--- src/rtl/x9_pkg.sv ---
// Shared run-state encoding and default sizing for the X9 program-run controller.
// Types and constants only; no logic.
package x9_pkg;

    typedef enum logic [1:0] {
        IDLE = 2'd0,
        RUN  = 2'd1,
        DONE = 2'd2
    } run_state_t;

    localparam int D_DEF         = 12;
    localparam int LW_DEF        = 5;
    localparam int HALT_ADDR_DEF = 128;
    localparam int CW_DEF        = 16;
    localparam int MAX_CYC_DEF   = 4000;

endpackage

--- src/rtl/target_lut.sv ---
// Branch-target table: 2^LW x D registers, combinational read, one-cycle write latency.
// Writes are dropped unless wr_ok is high; no backpressure.
module target_lut #(
    parameter int D  = 12,
    parameter int LW = 5
) (
    input  logic          clk,
    input  logic          reset,
    input  logic          wr_ok,
    input  logic          we,
    input  logic [LW-1:0] waddr,
    input  logic [D-1:0]  wdata,
    input  logic [LW-1:0] raddr,
    output logic [D-1:0]  rdata
);

    localparam int N = 1 << LW;

    logic [D-1:0] mem [N];

    always_ff @(posedge clk or negedge reset) begin
        if (!reset) begin
            for (int i = 0; i < N; i++) begin
                mem[i] <= '0;
            end
        end else if (we && wr_ok) begin
            mem[waddr] <= wdata;
        end
    end

    assign rdata = mem[raddr];

endmodule

--- src/rtl/x9_run_ctrl.sv ---
// Program-run controller: PC, jump-target LUT, ALU flag registers and req/done handshake.
// Start and step take one edge each; stall freezes all run state, req drop aborts.
module x9_run_ctrl
    import x9_pkg::*;
#(
    parameter int D         = D_DEF,
    parameter int LW        = LW_DEF,
    parameter int HALT_ADDR = HALT_ADDR_DEF,
    parameter int CW        = CW_DEF,
    parameter int MAX_CYC   = MAX_CYC_DEF
) (
    input  logic          clk,
    input  logic          reset,
    input  logic          req,
    output logic          done,
    output logic          busy,
    output logic          err,
    output logic [D-1:0]  prog_ctr,
    input  logic          stall,
    input  logic          reljump_en,
    input  logic          absjump_en,
    input  logic [LW-1:0] lut_idx,
    input  logic          lut_we,
    input  logic [LW-1:0] lut_waddr,
    input  logic [D-1:0]  lut_wdata,
    input  logic          pari,
    input  logic          zero,
    input  logic          sc_o,
    input  logic          sc_en,
    input  logic          sc_clr,
    output logic          pariQ,
    output logic          zeroQ,
    output logic          sc_q,
    output logic [CW-1:0] cycle_cnt
);

    localparam logic [D-1:0] HALT_PC = D'(HALT_ADDR);
    localparam logic [CW:0]  CYC_LIM = (CW + 1)'(MAX_CYC);

    run_state_t   state_q, state_d;
    logic         start, step;
    logic [D-1:0] lut_rd, next_pc;
    logic [CW:0]  cnt_inc;
    logic         halt_hit, tmo_hit;

    target_lut #(
        .D  (D),
        .LW (LW)
    ) u_lut (
        .clk   (clk),
        .reset (reset),
        .wr_ok (state_q == IDLE),
        .we    (lut_we),
        .waddr (lut_waddr),
        .wdata (lut_wdata),
        .raddr (lut_idx),
        .rdata (lut_rd)
    );

    // Adding the raw D-bit entry equals adding it sign-extended, mod 2^D.
    always_comb begin
        next_pc = prog_ctr + D'(1);
        if (absjump_en) begin
            next_pc = lut_rd;
        end else if (reljump_en) begin
            next_pc = prog_ctr + lut_rd;
        end
    end

    assign cnt_inc  = {1'b0, cycle_cnt} + (CW + 1)'(1);
    assign halt_hit = (next_pc == HALT_PC);
    assign tmo_hit  = (cnt_inc == CYC_LIM);

    always_ff @(posedge clk or negedge reset) begin
        if (!reset) begin
            state_q <= IDLE;
        end else begin
            state_q <= state_d;
        end
    end

    always_comb begin
        state_d = state_q;
        start   = 1'b0;
        step    = 1'b0;
        case (state_q)
            IDLE: begin
                if (req) begin
                    state_d = RUN;
                    start   = 1'b1;
                end
            end
            RUN: begin
                if (!req) begin
                    state_d = IDLE;
                end else if (!stall) begin
                    step = 1'b1;
                    if (halt_hit || tmo_hit) begin
                        state_d = DONE;
                    end
                end
            end
            DONE: begin
                if (!req) begin
                    state_d = IDLE;
                end
            end
            default: state_d = IDLE;
        endcase
    end

    assign busy = (state_q == RUN);
    assign done = (state_q == DONE);

    always_ff @(posedge clk or negedge reset) begin
        if (!reset) begin
            prog_ctr  <= '0;
            cycle_cnt <= '0;
            err       <= 1'b0;
            pariQ     <= 1'b0;
            zeroQ     <= 1'b0;
            sc_q      <= 1'b0;
        end else if (start) begin
            prog_ctr  <= '0;
            cycle_cnt <= '0;
            err       <= 1'b0;
            pariQ     <= 1'b0;
            zeroQ     <= 1'b0;
            sc_q      <= 1'b0;
        end else if (step) begin
            prog_ctr  <= next_pc;
            cycle_cnt <= (&cycle_cnt) ? cycle_cnt : cnt_inc[CW-1:0];
            // A halt on the budget edge still counts as a normal finish.
            if (tmo_hit && !halt_hit) begin
                err <= 1'b1;
            end
            pariQ <= pari;
            zeroQ <= zero;
            if (sc_clr) begin
                sc_q <= 1'b0;
            end else if (sc_en) begin
                sc_q <= sc_o;
            end
        end
    end

endmodule

--- config.mk ---
export PLATFORM = sky130hd
export DESIGN_NAME = x9_run_ctrl
export DESIGN_NICKNAME = d
export VERILOG_FILES = /design/src/rtl/x9_pkg.sv /design/src/rtl/target_lut.sv /design/src/rtl/x9_run_ctrl.sv
export SDC_FILE = /design/constraint.sdc
export NUM_CORES = 1
export LEC_CHECK = 0
export ABC_CLOCK_PERIOD_IN_PS = 3650
export BUFFER_PORTS_ARGS = -buffer_cell sky130_fd_sc_hd__buf_4
export CAP_MARGIN = 20
export CORE_MARGIN = 4
export CORE_UTILIZATION = 62
export CTS_CLUSTER_SIZE = 25
export DETAILED_ROUTE_END_ITERATION = 6
export PLACE_DENSITY = 0.92
export SYNTH_ARGS = -nofsm -noshare
export SYNTH_HDL_FRONTEND = slang
export SYNTH_SLANG_ARGS = --single-unit
export TNS_END_PERCENT = 50
--- constraint.sdc ---
create_clock -name clk -period 3.65 [get_ports clk]
set_input_delay 0.365 -clock clk [delete_from_list [all_inputs] [get_ports clk]]
set_output_delay 0.365 -clock clk [all_outputs]
set_load 0.01 [all_outputs]
==> results.md <==
- Global routing consumed, over all layers together, 32.21% of the routing resources.
- The number of sinks handled by clock tree synthesis is 418.
- The clock network is responsible for 35.3% of the overall power.
- Yosys attributes the largest share of cell area to sky130_fd_sc_hd__dfrtp_1 52%, sky130_fd_sc_hd__mux2_2 22%, sky130_fd_sc_hd__mux2i_1 5.5%.
- The most frequently used cell type in the post-synthesis netlist is sky130_fd_sc_hd__dfrtp_1.
- The max-cap violation count is 0.
- The total CTS buffers is approximately 40.
- The run finished, with violations left.
- CTS built an H-tree with a depth of 2.
- Synthesis produced a netlist with a net count of 1569.
- The first detailed-routing pass took 7 iterations.
- The max-slew violation total from the final report was 0.
- The net count of the finished layout is 1663.
- The worst setup margin is -0.1062 ns.
- The relative area change from synthesis to final layout is 15.17%.
- Of all cell types, the one taking the most synthesized area is sky130_fd_sc_hd__dfrtp_1.
- Dividing the detail-routed via count by the number of cells gives approximately 7.
- The clock passes through at most 3 buffers.
- At the pin with the least slew margin, the transition time is 1.205 ns.
- The final hold violation count is 0.
- The static leakage is 11.02 nW.
- Data on the critical path is required at its endpoint by 4.11 ns.
- The worst setup path is captured at a flip-flop.
- The TritonCTS clock tree is built.
- Headroom to the max-slew limit came out at between 10% and 20%.
- The number of global-route vias before repair was 15260.
- The setup slack at placement is -0.6090 ns.
- The die covers 35550 sq um.
- The net switching component of the power is 0.003171 W.
- The share of the clock period used by the worst path is 102.9%.
- In the synthesized netlist, the cells that appear most often are 418 x sky130_fd_sc_hd__dfrtp_1, 391 x sky130_fd_sc_hd__mux2_2, 111 x sky130_fd_sc_hd__mux2i_1.
- Data arrives at the worst endpoint at 4.22 ns.
- The wire length per cell is 28.98 um.
- The final routed wirelength across all metal layers is roughly 60 mm.
- The final cell count without fillers is 2084.
- The mean post-synth cell area is approximately 13 sq um.
- The worst setup path is launched from a flip-flop.
- The number of warnings issued by yosys is 0.
- The minimum hold slack is 0.05894 ns.
- Clock tree synthesis selected as its root buffer the cell sky130_fd_sc_hd__clkbuf_16.
- The row count is 65.
- The clock reaches the later pin of the worst-skew pair after 0.55 ns.
- Subtracting the final worst setup slack from the clock period gives 3.756 ns.
- The worst voltage drop across the vdd grid is 349.8 uV.
- The synthesized design contains 0 enable-type register cells.
- The most used flip-flop cell after synthesis is sky130_fd_sc_hd__dfrtp_1.
- Setup total negative slack on the finished layout was measured at -0.2559 ns.
- Measured along the x axis, the die boundary spans 188.6 um.
- The worst setup path is of the flip-flop to flip-flop kind.
- The clock tree skew after final layout is 0.02096 ns.
- In the synthesized netlist the async set-or-reset flop fraction comes to 100.0%.
- The layout filler cell count is 1753.
- Summing the sequential cell areas from Yosys gives 51.75% of the chip area.
- The setup-violating endpoint count in the final report is 3.
- The total number of vias is 14780.
- The global-route wire length before repair is 89.71 mm.
- The synthesized design devotes to its leading area cell type between 50% and 60% of total area.
- The instance area at placement is 21650 sq um.
- The maximum achievable frequency is 0.2662 GHz.
- The number of antenna violations at the first check in global routing is 3.
- Setup repair after global routing could not meet its margin everywhere.
- The I/O pin count is 68.
- The power share of the combinational group is 16.5%.
- The internal portion of the total power is between 0.008 and 0.009 W.
- The floorplan die height is ~190 um.
- Global routing finished with a remaining overflow of 0.
- In the final layout, the share of cells above drive strength 1 is between 40 and 50%.
- The power density normalized to cell area is 500.8 nW/um^2.
- The placed instance count is between 2000 and 2500.
- The share of total power in sequential cells is 48.2%.
- The post-layout instance area is 23280 sq um.
- In this run the worst hold path is classified as primary input to flip-flop.
- After clock tree synthesis, the clock-pin slew on the worst setup and hold paths is 0.06 ns.
- The detailed-route DRC error count is 0.
- Counting every instance in the synthesized netlist gives between 1500 and 2000.
- After synthesis the cells add up to around 20000 sq um.
- The congestion estimate from routability-driven global placement came to 0.8983.
- During placement, the flow inserted port buffers numbering 67.
- After synthesis the netlist holds a flip-flop and latch count of 418.
- The count of nets left with antenna violations once routing finished came out at 0.
- Entering global routing, the biggest net connects 102 pins.
- In this run, the number of DRC markers left after iteration 0 of detailed routing was 2095.
- The final reports fail on negative setup slack.
- The largest fanout of any net on the critical path is 5.
- The number of different library cells used by synthesis comes to 62.
- The starting density of the core is 63.40%.
- The placeable core region is between 30000 and 40000 sq um.
- The HPWL after detailed placement is 34.40 mm.
- Net switching is 27.20% of the power.
==> what timing repair did <==
item,CTS,global route
gates resized for setup,19,42
setup endpoints to repair,4,4
hold endpoints to repair,89,0
buffers inserted,2,1
pin swaps,10,20
hold buffers,1,0
==> logic make-up after synthesis <==
group,Yosys count,synth area share [%]
and+or+nand+nor,218,5.627
adders and majority gates,13,0.8418
muxes,546,32.18
xor gates and xnor gates,13,0.5633
buffers and inverters,128,2.915
DFF,418,51.75
AOI/OAI and AO/OA,186,6.122
==> per-layer routing <==
metal | routed length (um) | share of wire (%) | track usage [%]
met5 | 112 | 0.19 | 0
met4 | 4588 | 7.6 | 19.73
met3 | 6258 | 10 | 8.448
met2 | 28420 | 47 | 50.90
met1 | 21010 | 35 | 40.04
==> area by class of cell <==
class | instances | area [sq um] | share of cell area, %
clock buffers | 66 | 1220 | 5.241
well taps | 435 | 544.3 | 2.338
clock inverters | 7 | 65.06 | 0.2795
flip-flops and latches | 418 | 10460 | 44.93
repair buffers | 177 | 1505 | 6.466
multi-input cells | 976 | 9469 | 40.68
inverters | 2 | 7.507 | 0.03225
diodes | 3 | 7.507 | 0.03225
==> sequential cells by signal, indices dropped and copies added (netlist names) <==
| register | count |
|---|---|
| zeroQ | 1 |
| u_lut.mem | 384 |
| sc_q | 1 |
| pariQ | 1 |
| prog_ctr | 12 |
| err | 1 |
| state_q | 2 |
| cycle_cnt | 16 |
==> critical path, cell delays in order (launching register included) <==
cell                       delay [ns]
sky130_fd_sc_hd__dfrtp_1         0.37
sky130_fd_sc_hd__mux2i_1         0.10
sky130_fd_sc_hd__a22oi_1         0.33
sky130_fd_sc_hd__a21oi_1         0.21
sky130_fd_sc_hd__nor4_1          0.36
sky130_fd_sc_hd__buf_4           0.19
sky130_fd_sc_hd__and2_1          0.12
sky130_fd_sc_hd__ha_1            0.27
sky130_fd_sc_hd__o211ai_1        0.20
sky130_fd_sc_hd__nand2_1         0.09
sky130_fd_sc_hd__o2111a_2        0.20
sky130_fd_sc_hd__o21a_1          0.24
sky130_fd_sc_hd__o41a_1          0.51
sky130_fd_sc_hd__o21ai_2         0.21
sky130_fd_sc_hd__nor3b_2         0.08
sky130_fd_sc_hd__a21oi_1         0.20
==> stage by stage <==
step,utilization [%],power (W)
2_1_floorplan,-,0.006662
3_3_place_gp,67.90,0.007182
3_5_place_dp,67.90,0.007341
4_1_cts,72.33,0.01147
5_1_grt,73.01,0.01199
6_report,73.02,0.01166
==> power groups by stage <==
stage / registers (W) / logic (W) / clock network, W
after floorplan: 0.00550 / 0.00117 / 0
after global placement: 0.00555 / 0.00163 / 0
after global routing: 0.00565 / 0.00204 / 0.00430
final: 0.00562 / 0.00192 / 0.00412
after CTS: 0.00556 / 0.00180 / 0.00411
after detailed placement: 0.00562 / 0.00172 / 0
==> final timing paths <==
kind,cells after the start,startpoint,end,slack [ns]
setup / recovery,15,u_lut.mem[4]$_DFFE_PN0P_,err$_DFFE_PN0P_,-0.11
hold / removal,2,zero,zeroQ$_DFFE_PN0P_,0.06
setup reg to reg,15,u_lut.mem[4]$_DFFE_PN0P_,err$_DFFE_PN0P_,-0.11
hold reg to reg,1,u_lut.mem[237]$_DFFE_PN0P_,u_lut.mem[237]$_DFFE_PN0P_,0.50
max in group asynchronous,3,reset,u_lut.mem[59]$_DFFE_PN0P_,2.12
min in group asynchronous,2,reset,u_lut.mem[309]$_DFFE_PN0P_,0.43
==> layout by cell type, fill, tap and decap left out, types with 5 or more instances in the layout <==
master	synthesis	layout
sky130_fd_sc_hd__or3b_2	5	5
sky130_fd_sc_hd__a22oi_2	0	11
sky130_fd_sc_hd__buf_4	10	157
sky130_fd_sc_hd__and2_1	15	11
sky130_fd_sc_hd__nor2b_1	11	11
sky130_fd_sc_hd__ha_1	12	9
sky130_fd_sc_hd__buf_12	0	11
sky130_fd_sc_hd__nor2_1	50	50
sky130_fd_sc_hd__mux2i_1	111	107
sky130_fd_sc_hd__nand3b_1	6	6
sky130_fd_sc_hd__nor3b_1	6	5
sky130_fd_sc_hd__mux2_2	391	391
sky130_fd_sc_hd__clkbuf_8	0	11
sky130_fd_sc_hd__nand4_1	8	8
sky130_fd_sc_hd__and3_1	6	6
sky130_fd_sc_hd__nand3_1	13	13
sky130_fd_sc_hd__nand2b_1	12	12
sky130_fd_sc_hd__dfrtp_1	418	418
sky130_fd_sc_hd__mux4_2	44	44
sky130_fd_sc_hd__nor3_1	9	6
sky130_fd_sc_hd__xor2_1	8	8
sky130_fd_sc_hd__nor4_1	15	9
sky130_fd_sc_hd__xnor2_1	5	5
sky130_fd_sc_hd__clkbuf_16	0	41
sky130_fd_sc_hd__clkbuf_1	94	15
sky130_fd_sc_hd__nor4_2	1	5
sky130_fd_sc_hd__buf_6	8	6
sky130_fd_sc_hd__o21ai_0	24	22
sky130_fd_sc_hd__a21o_1	5	5
sky130_fd_sc_hd__a21oi_1	46	36
sky130_fd_sc_hd__a21oi_2	0	10
sky130_fd_sc_hd__a22oi_1	50	39
sky130_fd_sc_hd__a22o_1	5	5
sky130_fd_sc_hd__nand2_1	49	49
sky130_fd_sc_hd__o22ai_1	15	13
Power figures use the tool's default switching activity.
